[src/rtl/pipe_pkg.sv]
// Shared types and constants for the pipeline-stage latch.
// Holds the occupancy state enum, the default bubble word and a field-offset helper.
package pipe_pkg;

    // Encoding doubles as the occupancy count.
    typedef enum logic [1:0] {
        EMPTY = 2'd0,
        ONE   = 2'd1,
        TWO   = 2'd2
    } state_t;

    localparam logic [31:0] NOP_DEFAULT = 32'h0000_0000;

    // Low bit index of field k in a packed multi-field word.
    function automatic int field_lo(input int k, input int width);
        return k * width;
    endfunction

endpackage

[src/rtl/pipe_latch_if.sv]
// Handshake bundle between a pipeline stage latch and its neighbours.
// slave: latch side (consumes in_*, flush, out_ready); master: driving side.
interface pipe_latch_if #(
    parameter int WIDTH  = 32,
    parameter int FIELDS = 4,
    parameter int CNT_W  = 16
);
    logic                      flush;
    logic                      in_valid;
    logic                      in_ready;
    logic [FIELDS*WIDTH-1:0]   in_data;
    logic                      out_valid;
    logic                      out_ready;
    logic [FIELDS*WIDTH-1:0]   out_data;
    logic [1:0]                occupancy;
    logic [CNT_W-1:0]          stall_count;

    modport master (
        output flush, in_valid, in_data, out_ready,
        input  in_ready, out_valid, out_data, occupancy, stall_count
    );

    modport slave (
        input  flush, in_valid, in_data, out_ready,
        output in_ready, out_valid, out_data, occupancy, stall_count
    );
endinterface

[src/rtl/wide_register.sv]
// Parametrised register with load enable and synchronous active-high reset.
// Ports: clk_i, rst_i (sync reset to RST_VAL), en_i (load), d_i, q_o.
module wide_register #(
    parameter int           W       = 32,
    parameter logic [W-1:0] RST_VAL = '0
) (
    input  logic         clk_i,
    input  logic         rst_i,
    input  logic         en_i,
    input  logic [W-1:0] d_i,
    output logic [W-1:0] q_o
);
    always_ff @(posedge clk_i) begin
        if (rst_i) begin
            q_o <= RST_VAL;
        end else if (en_i) begin
            q_o <= d_i;
        end
    end
endmodule

[src/rtl/pipe_latch.sv]
// Pipeline stage latch: two-entry skid buffer, flush, registered NOP bubble, stall counter.
// Ports: clock, ctrl_reset (sync, active-high), bus (pipe_latch_if.slave).
module pipe_latch
    import pipe_pkg::*;
#(
    parameter int               WIDTH     = 32,
    parameter int               FIELDS    = 4,
    parameter logic [WIDTH-1:0] NOP_VALUE = WIDTH'(NOP_DEFAULT),
    parameter int               CNT_W     = 16
) (
    input  logic       clock,
    input  logic       ctrl_reset,
    pipe_latch_if.slave bus
);
    localparam int            DW      = FIELDS * WIDTH;
    localparam logic [DW-1:0] NOP_VEC = {FIELDS{NOP_VALUE}};

    logic             main_v_q;
    logic             skid_v_q;
    state_t           cur_state;
    state_t           state_d;
    logic             main_en;
    logic             skid_en;
    logic [DW-1:0]    main_d;
    logic [DW-1:0]    main_q;
    logic [DW-1:0]    skid_q;
    logic             in_xfer;
    logic             out_xfer;
    logic [CNT_W-1:0] stall_q;
    logic [CNT_W-1:0] stall_d;

    wide_register #(.W(DW), .RST_VAL(NOP_VEC)) u_main (
        .clk_i(clock),
        .rst_i(ctrl_reset),
        .en_i (main_en),
        .d_i  (main_d),
        .q_o  (main_q)
    );

    wide_register #(.W(DW), .RST_VAL(NOP_VEC)) u_skid (
        .clk_i(clock),
        .rst_i(ctrl_reset),
        .en_i (skid_en),
        .d_i  (bus.in_data),
        .q_o  (skid_q)
    );

    // in_ready comes straight from the skid valid flop.
    assign in_xfer  = bus.in_valid & ~skid_v_q;
    assign out_xfer = main_v_q & bus.out_ready;

    always_comb begin
        if (skid_v_q) begin
            cur_state = TWO;
        end else if (main_v_q) begin
            cur_state = ONE;
        end else begin
            cur_state = EMPTY;
        end
    end

    // State register: valid bits are the stored state.
    always_ff @(posedge clock) begin
        if (ctrl_reset) begin
            main_v_q <= 1'b0;
            skid_v_q <= 1'b0;
        end else begin
            main_v_q <= (state_d != EMPTY);
            skid_v_q <= (state_d == TWO);
        end
    end

    // Next state and entry loads.
    always_comb begin
        state_d = cur_state;
        main_en = 1'b0;
        skid_en = 1'b0;
        main_d  = bus.in_data;
        case (cur_state)
            EMPTY: begin
                if (in_xfer) begin
                    state_d = ONE;
                    main_en = 1'b1;
                end
            end
            ONE: begin
                if (in_xfer && out_xfer) begin
                    main_en = 1'b1;
                end else if (in_xfer) begin
                    state_d = TWO;
                    skid_en = 1'b1;
                end else if (out_xfer) begin
                    state_d = EMPTY;
                    main_en = 1'b1;
                    main_d  = NOP_VEC;
                end
            end
            TWO: begin
                if (out_xfer) begin
                    state_d = ONE;
                    main_en = 1'b1;
                    main_d  = skid_q;
                end
            end
            default: state_d = EMPTY;
        endcase
        // Main is reloaded with the bubble so out_data stays registered.
        if (bus.flush) begin
            state_d = EMPTY;
            main_en = 1'b1;
            main_d  = NOP_VEC;
            skid_en = 1'b0;
        end
    end

    // Outputs.
    assign bus.in_ready    = ~skid_v_q;
    assign bus.out_valid   = main_v_q;
    assign bus.out_data    = main_q;
    assign bus.occupancy   = cur_state;
    assign bus.stall_count = stall_q;

    // Saturating stall counter; only reset clears it.
    always_comb begin
        stall_d = stall_q;
        if (main_v_q && !bus.out_ready && stall_q != {CNT_W{1'b1}}) begin
            stall_d = stall_q + 1'b1;
        end
    end

    always_ff @(posedge clock) begin
        if (ctrl_reset) begin
            stall_q <= '0;
        end else begin
            stall_q <= stall_d;
        end
    end
endmodule
[src/flat_wrapper.sv]
// flat-port wrapper written by rule: the top's interface ports become plain ports
module pipe_latch_flat import pipe_pkg::*;
#(
    parameter int               WIDTH     = 32,
    parameter int               FIELDS    = 4,
    parameter logic [WIDTH-1:0] NOP_VALUE = WIDTH'(NOP_DEFAULT),
    parameter int               CNT_W     = 16
)
  (clock, ctrl_reset, bus_flush, bus_in_valid, bus_in_data, bus_out_ready, bus_in_ready, bus_out_valid, bus_out_data, bus_occupancy, bus_stall_count);
  pipe_latch_if #(.WIDTH(WIDTH), .FIELDS(FIELDS), .CNT_W(CNT_W)) bus_i ();
  input  logic clock;
  input  logic ctrl_reset;
  input wire logic [$bits(bus_i.flush)-1:0] bus_flush;
  input wire logic [$bits(bus_i.in_valid)-1:0] bus_in_valid;
  input wire logic [$bits(bus_i.in_data)-1:0] bus_in_data;
  input wire logic [$bits(bus_i.out_ready)-1:0] bus_out_ready;
  output wire logic [$bits(bus_i.in_ready)-1:0] bus_in_ready;
  output wire logic [$bits(bus_i.out_valid)-1:0] bus_out_valid;
  output wire logic [$bits(bus_i.out_data)-1:0] bus_out_data;
  output wire logic [$bits(bus_i.occupancy)-1:0] bus_occupancy;
  output wire logic [$bits(bus_i.stall_count)-1:0] bus_stall_count;
  assign bus_i.flush = bus_flush;
  assign bus_i.in_valid = bus_in_valid;
  assign bus_i.in_data = bus_in_data;
  assign bus_i.out_ready = bus_out_ready;
  assign bus_in_ready = bus_i.in_ready;
  assign bus_out_valid = bus_i.out_valid;
  assign bus_out_data = bus_i.out_data;
  assign bus_occupancy = bus_i.occupancy;
  assign bus_stall_count = bus_i.stall_count;
  pipe_latch #(.WIDTH(WIDTH), .FIELDS(FIELDS), .NOP_VALUE(NOP_VALUE), .CNT_W(CNT_W)) u_core (.clock(clock), .ctrl_reset(ctrl_reset), .bus(bus_i));
endmodule
[config.mk]
export PLATFORM = sky130hd
export DESIGN_NAME = pipe_latch_flat
export DESIGN_NICKNAME = d
export VERILOG_FILES = /design/src/rtl/pipe_pkg.sv /design/src/rtl/pipe_latch_if.sv /design/src/rtl/wide_register.sv /design/src/rtl/pipe_latch.sv /design/src/flat_wrapper.sv
export SDC_FILE = /design/constraint.sdc
export NUM_CORES = 1
export LEC_CHECK = 0
export BUFFER_PORTS_ARGS = -buffer_cell sky130_fd_sc_hd__buf_4
export CAP_MARGIN = 20
export CORE_ASPECT_RATIO = 0.6
export CORE_MARGIN = 8
export CORE_UTILIZATION = 55
export DETAILED_ROUTE_END_ITERATION = 8
export PLACE_DENSITY_LB_ADDON = 0.2
export SLEW_MARGIN = 10
export SYNTH_ARGS = -nofsm -noshare
export SYNTH_HDL_FRONTEND = slang
export SYNTH_SLANG_ARGS = --single-unit
[constraint.sdc]
create_clock -name clock -period 3 [get_ports clock]
set_input_delay 0.3 -clock clock [delete_from_list [all_inputs] [get_ports clock]]
set_output_delay 0.3 -clock clock [all_outputs]
set_load 0.03 [all_outputs]
# [Word level (Yosys, flattened, before mapping)]
# Cells that the tools add are included.
[word_totals] register_bits=274 inputBits=133 output_inout_bits=148 elab_cells=43
[op_classes] add_sub_neg=1 eq_ne=4 mux=24 bitwise_logic=3 reduce_logical=6
[op_table] cell="$mux W128" n=5
[op_table] cell="$pmux W128 S2" n=1
[op_table] cell="$add A16 B1 Y16 const B" n=1
[op_table] cell="$ne A16 B16 Y1 const B" n=1
[op_table] cell="$mux W2" n=7
[op_table] cell="$mux W1" n=9
[op_table] cell="$pmux W2 S3" n=1
[op_table] cell="$eq A2 B2 Y1 const B" n=2
[op_table] cell="$logic_and A1 B1 Y1" n=3
[op_table] cell="$pmux W1 S3" n=1
[op_table] cell="$and A1 B1 Y1" n=2
[op_table] cell="$eq A2 B1 Y1 const B" n=1
[op_table] cell="$logic_not A2 Y1" n=1
[op_table] cell="$reduce_bool A2 Y1" n=1
[op_table] cell="$logic_not A1 Y1" n=1
[op_table] cell="$not A1 Y1" n=1

# [Longest topological paths before layout]
[logic_depth] word_depth=8 mapped_depth=9 mapped_depth_nobuf=6

# [Cells and area by module]
# From an unflattened synthesis, not the netlist that was laid out.
[unflattened] cells_unflattened=1248 area_unflattened_um2=11954.0
[modules_own_cells] module="wide_register" n_inst=2 cells_per_inst=412 area_per_inst_um2=4652.0 seq_area_each_um2=2562.5
[modules_own_cells] module="pipe_latch" n_inst=1 cells_per_inst=424 area_per_inst_um2=2650.0 seq_area_each_um2=360.3

# [Least setup slack after synthesis]
# OpenSTA, ideal clock, no wires.
[synth_path] path_type="register -> register" start="reg u_core.main_v_q, in the netlist u_core.bus.out_valid" end="reg u_core.u_skid.q_o[107]" setup_ps=132 arrival_time_ps=1750 required_ps=2868 path_slack_ps=1118 stages_incl_launch_ff=8 n_path_buf=3 synth_period_minus_slack_ps=1882 path_cell_list="dfxtp_1 > buf_2 > nand2b_1 > or3_1 > clkbuf_1 > clkbuf_1 > nand2_1 > a21oi_1"
[synth_between] elab_chain_cells=5 word_cells_on_any_way=8 classes_between="1 x eq/ne; 5 x mux; 1 x bitwise; 1 x reduce/logical"
[synth_rtl] item="start, declared" line_no="pipe_latch.sv:18" text="logic main_v_q;"
[synth_rtl] item="start signal, assigned" line_no="pipe_latch.sv:68" text="main_v_q <= (state_d != EMPTY);"
[synth_rtl] item="$mux W1 or $and A1 B1 Y1 (tied branches)" line_no="pipe_latch.sv:55, pipe_latch.sv:50"
[synth_rtl] item="$mux W2 or $logic_and A1 B1 Y1 (tied branches)" line_no="pipe_latch.sv:53, pipe_latch.sv:87"
[synth_rtl] item="$eq A2 B1 Y1 or $mux W1 (tied branches)" line_no="pipe_latch.sv:79, pipe_latch.sv:87"
[synth_rtl] item="$mux W1 (*)" line_no="pipe_latch.sv:79" text="case (cur_state)"
[synth_rtl] item="$mux W1 (*)" line_no="pipe_latch.sv:108" text="if (bus.flush) begin"
[synth_rtl] item="end signal, assigned" line_no="wide_register.sv:17" text="q_o <= d_i;"
[synth_rtl] item="end, declared" line_no="wide_register.sv:11" text="output logic [W-1:0] q_o"
# Every way passes the cells marked *; elsewhere a longest branch is shown, timed or not.
# A chain may end at the register's enable or synchronous reset.

# [Final worst setup path]
[layout_path] start="reg u_core.main_v_q, in the netlist u_core.bus.out_valid" end="reg u_core.u_main.q_o[43]"
[layout_between] elab_chain_cells=6 word_cells_on_any_way=18 classes_between="2 x eq/ne; 13 x mux; 1 x bitwise; 2 x reduce/logical"
[layout_rtl] item="$and A1 B1 Y1" line_no="pipe_latch.sv:50" text="assign out_xfer = main_v_q & bus.out_ready;"
[layout_rtl] item="$mux W1 or $mux W128 (tied branches)" line_no="pipe_latch.sv:92, pipe_latch.sv:99"
[layout_rtl] item="$mux W1 or $mux W128 (tied branches)" line_no="pipe_latch.sv:89" text="end else if (in_xfer) begin"
[layout_rtl] item="$mux W1 or $mux W128 (tied branches)" line_no="pipe_latch.sv:87" text="if (in_xfer && out_xfer) begin"
[layout_rtl] item="$pmux W1 S3 or $pmux W128 S2 (tied branches)" line_no="pipe_latch.sv:79"
[layout_rtl] item="$mux W1 or $mux W128 (tied branches)" line_no="pipe_latch.sv:108"
[layout_rtl] item="end signal, assigned" line_no="wide_register.sv:17"
[layout_rtl] item="end, declared" line_no="wide_register.sv:11"
# Parallel ways exist; a longest one is shown, timed or not.

==> flow_summary_export.csv <==
group,metric,value,unit
status,run_status,"complete, no violations",
route,ant_nets,0,
worst_setup_path,worstPathMaxFanout,69,
synth,synth_area,11000,um2
synth,ys_types,37,
synth,synth_edf_count,0,
clocking,clk_pin_slew,0.06,ns
route,first_iter_violations,995,
min_path,hold_class,"in2reg",
clocking,clock_latency,0.51,ns
cells_and_area,regArea,5490,um2
synth,yosys.area.top_type,"dfxtp_1",
clocking,cts_buffers,25,
worst_setup_path,crit_path_start_kind,"flip-flop",
global_route,antenna_found_initial,0,
route,drcViolationCount,0,
synth,ys_seq_area_share,49.7,%
synth,synth_area_leaders,"dfxtp_1 (50%), nand2_1 (17%), a21oi_1 (16%)",
worst_setup_path,startpoint,"u_core.bus.out_valid",
sta,hold_viol_final,0,
sta,maxClockFrequency,0.387,GHz
global_route,grt_usage,24.9,%
route,dr_total_vias,10700,
power_and_ir_drop,p_per_area,542,nW/um2
worst_setup_path,cp_cell_sequence,"nor2b_2 > or4_4 > buf_12 > a21oi_1 > a21oi_1 > nor2_1",
sta,timing.slew.headroom,31.6,%
worst_setup_path,rr_startpoint,"u_core.bus.out_valid",
global_route,grt_pass1_wl,52.1,mm
floorplanning,die_area,25000,um2
cells_and_area,multi_input_area,5050,um2
global_route,gr-total-overflow,0,
worst_setup_path,crit_top_cell,"a21oi_1",
worst_setup_path,cp_top_family,"simple AND/OR/NAND/NOR gates",
floorplanning,ioPinCount,281,
synth,synth_top_area_share,49.7,%
run,drv_cap,0,
placement,placed_area,13200,um2
cells_and_area,fin_nets,1841,
clocking,cts_tree,"built",
sta,timing.final.crit_share,86.1,%
floorplanning,fp.dieW,199,um
placement,place_congestion,0.807,
sta,setup_viol,0,
route,vias_per_cell,5.37,
clocking,cts.sink_count,274,
synth,synth-warning-count,0,
clocking,clock_path_buffers,3,
synth,synthFlopType,"dfxtp_1",
worst_setup_path,crit_path_max_incr_delay,0.65,ns
sta,rsz0062_at_grt,"no",
global_route,grt_pass1_vias,9805,
sta,period_minus_slack,2.58,ns
cells_and_area,stdcell_area,14000,um2
floorplanning,die-height,126,um
floorplanning,core,19800,um2
sta,drv_slew,0,
worst_setup_path,cp-end-kind,"flip-flop",
cells_and_area,area_delta_synth_final,26.8,%
sta,finalSetupTns,0,ns
power_and_ir_drop,power.total,7.57,mW
clocking,htree_num_levels,1,
cells_and_area,fillCellCount,1662,
worst_setup_path,path_class,"reg2reg",
floorplanning,rows,40,
synth,synthArstFlopShare,0,%
route,drt-total-wl,32.9,mm
cells_and_area,stdcell_count,1994,
placement,port_buffers,280,
synth,syn_nets,1635,
worst_setup_path,worst-path-buf-inv,1,
sta,skew,0.00506,ns
cells_and_area,drive_above_1_share,22.1,%
power_and_ir_drop,peakVddDrop,0.377,mV
placement,dp.final_hpwl,21.5,mm
route,wire_per_inst,16.5,um
global_route,grt_max_degree,149,
worst_setup_path,arrival,2.94,ns
sta,holdWs,0.0462,ns
worst_setup_path,crit_required,3.36,ns
power_and_ir_drop,p_leak,5.66,nW
min_path,min_from,"bus_in_data[113]",
synth,synth.ff_latch_count,274,
clocking,clockRootBuffer,"clkbuf_16",
cells_and_area,antenna_cells,0,
floorplanning,start_util,55.6,%
route,drt_pass1_iterations,7,
placement,dpl.cell_count,1952,
synth,syn-instance-count,1501,
synth,synth_area_per_cell,7.35,um2
sta,worst_pin_slew,1.03,ns
worst_setup_path,slowest_stage,"or4_4",
## metrics by stage
stage          worst slack (ns)  util [%]
2_1_floorplan              1.12         -
3_3_place_gp              0.601      66.6
3_5_place_dp              0.461      66.6
4_1_cts                   0.460      70.5
5_1_grt                   0.286      70.5
6_report                  0.417      70.5
## where the power goes
part | switching, mW | leakage [nW] | internal [mW]
combinational | 0.468 | 3.06 | 0.295
sequential | 0.0498 | 2.22 | 3.71
clock | 1.32 | 0.384 | 1.73
total | 1.84 | 5.66 | 5.74
## cells in the mapped netlist, types with 4 or more instances
library cell	n
dfxtp_1	274
buf_6	6
nand3_1	7
a21oi_2	40
nand2_1	511
nand4_1	4
buf_2	16
clkbuf_1	92
nor2_1	147
a21oi_1	345
xnor2_1	6
xor2_1	7
## tightest hold or removal path, stage by stage
cell	delay, ns
buf_4	0.11
nand2_1	0.05
a21oi_1	0.05
## per-layer routing
layer  routed length (um)  part of all wire [%]  GRT usage [%]
met1                14600                    44           35.6
met2                14800                    45           38.0
met3                 2940                   8.9           5.90
met4                  581                   1.8           4.99
met5                    0                     0              0
## path summary, 6_finish.rpt
check        slack [ns]                endpoint  depth (start not counted)
max                0.42   u_core.u_main.q_o[43]                          6
min                0.05  u_core.u_skid.q_o[113]                          3
max reg2reg        0.42   u_core.u_main.q_o[43]                          6
min reg2reg        0.45   u_core.u_skid.q_o[54]                          2
## logic make-up after synthesis
family	after synthesis	share of synthesized area (%)
compound gates	402	20.1
xor+xnor	13	1.03
fa+ha+maj	1	0.113
buf+inv	121	4.78
flops	274	49.7
mux	2	0.182
simple gates	688	24.1
## flip-flops by register name (all words and copies together), names as in the netlist
signal and flops:
u_core.bus.out_valid 1, u_core.bus.stall_count 16, u_core.skid_v_q 1, u_core.u_main.q_o 128
u_core.u_skid.q_o 128
## placed cells by master, fill, tap and decap left out, drive strengths merged, types with 2 or more instances in the layout
cell     instances
buf            295
nor2           147
o2111ai          2
nand2          511
and3             3
a21oi          385
a211oi           3
a22o             2
or4              2
a22oi            2
mux2i            2
dfxtp          274
inv              3
or3              2
a2111oi          3
nand3            7
clkbuf          36
nand2b           2
nor2b            3
nor3             3
or2              2
nand4            4
xnor2            6
clkinv           5
o211ai           2
xor2             7
## layout make-up
cell class / count / share of cell area, %
sequential: 274 / 39.2
multi-input combinational: 1106 / 36.1
timing repair buffer: 297 / 16.6
clock buffer: 35 / 5.10
tap: 273 / 2.44
clock inverter: 6 / 0.394
inverter: 3 / 0.0805
## what timing repair did
item,4_1_cts,5_1_grt
hold buffers,1,0
endpoints found under the hold margin,1,0
gates resized for setup,0,0
setup buffers,0,0
Note: power is estimated with default switching activity, not from simulation.
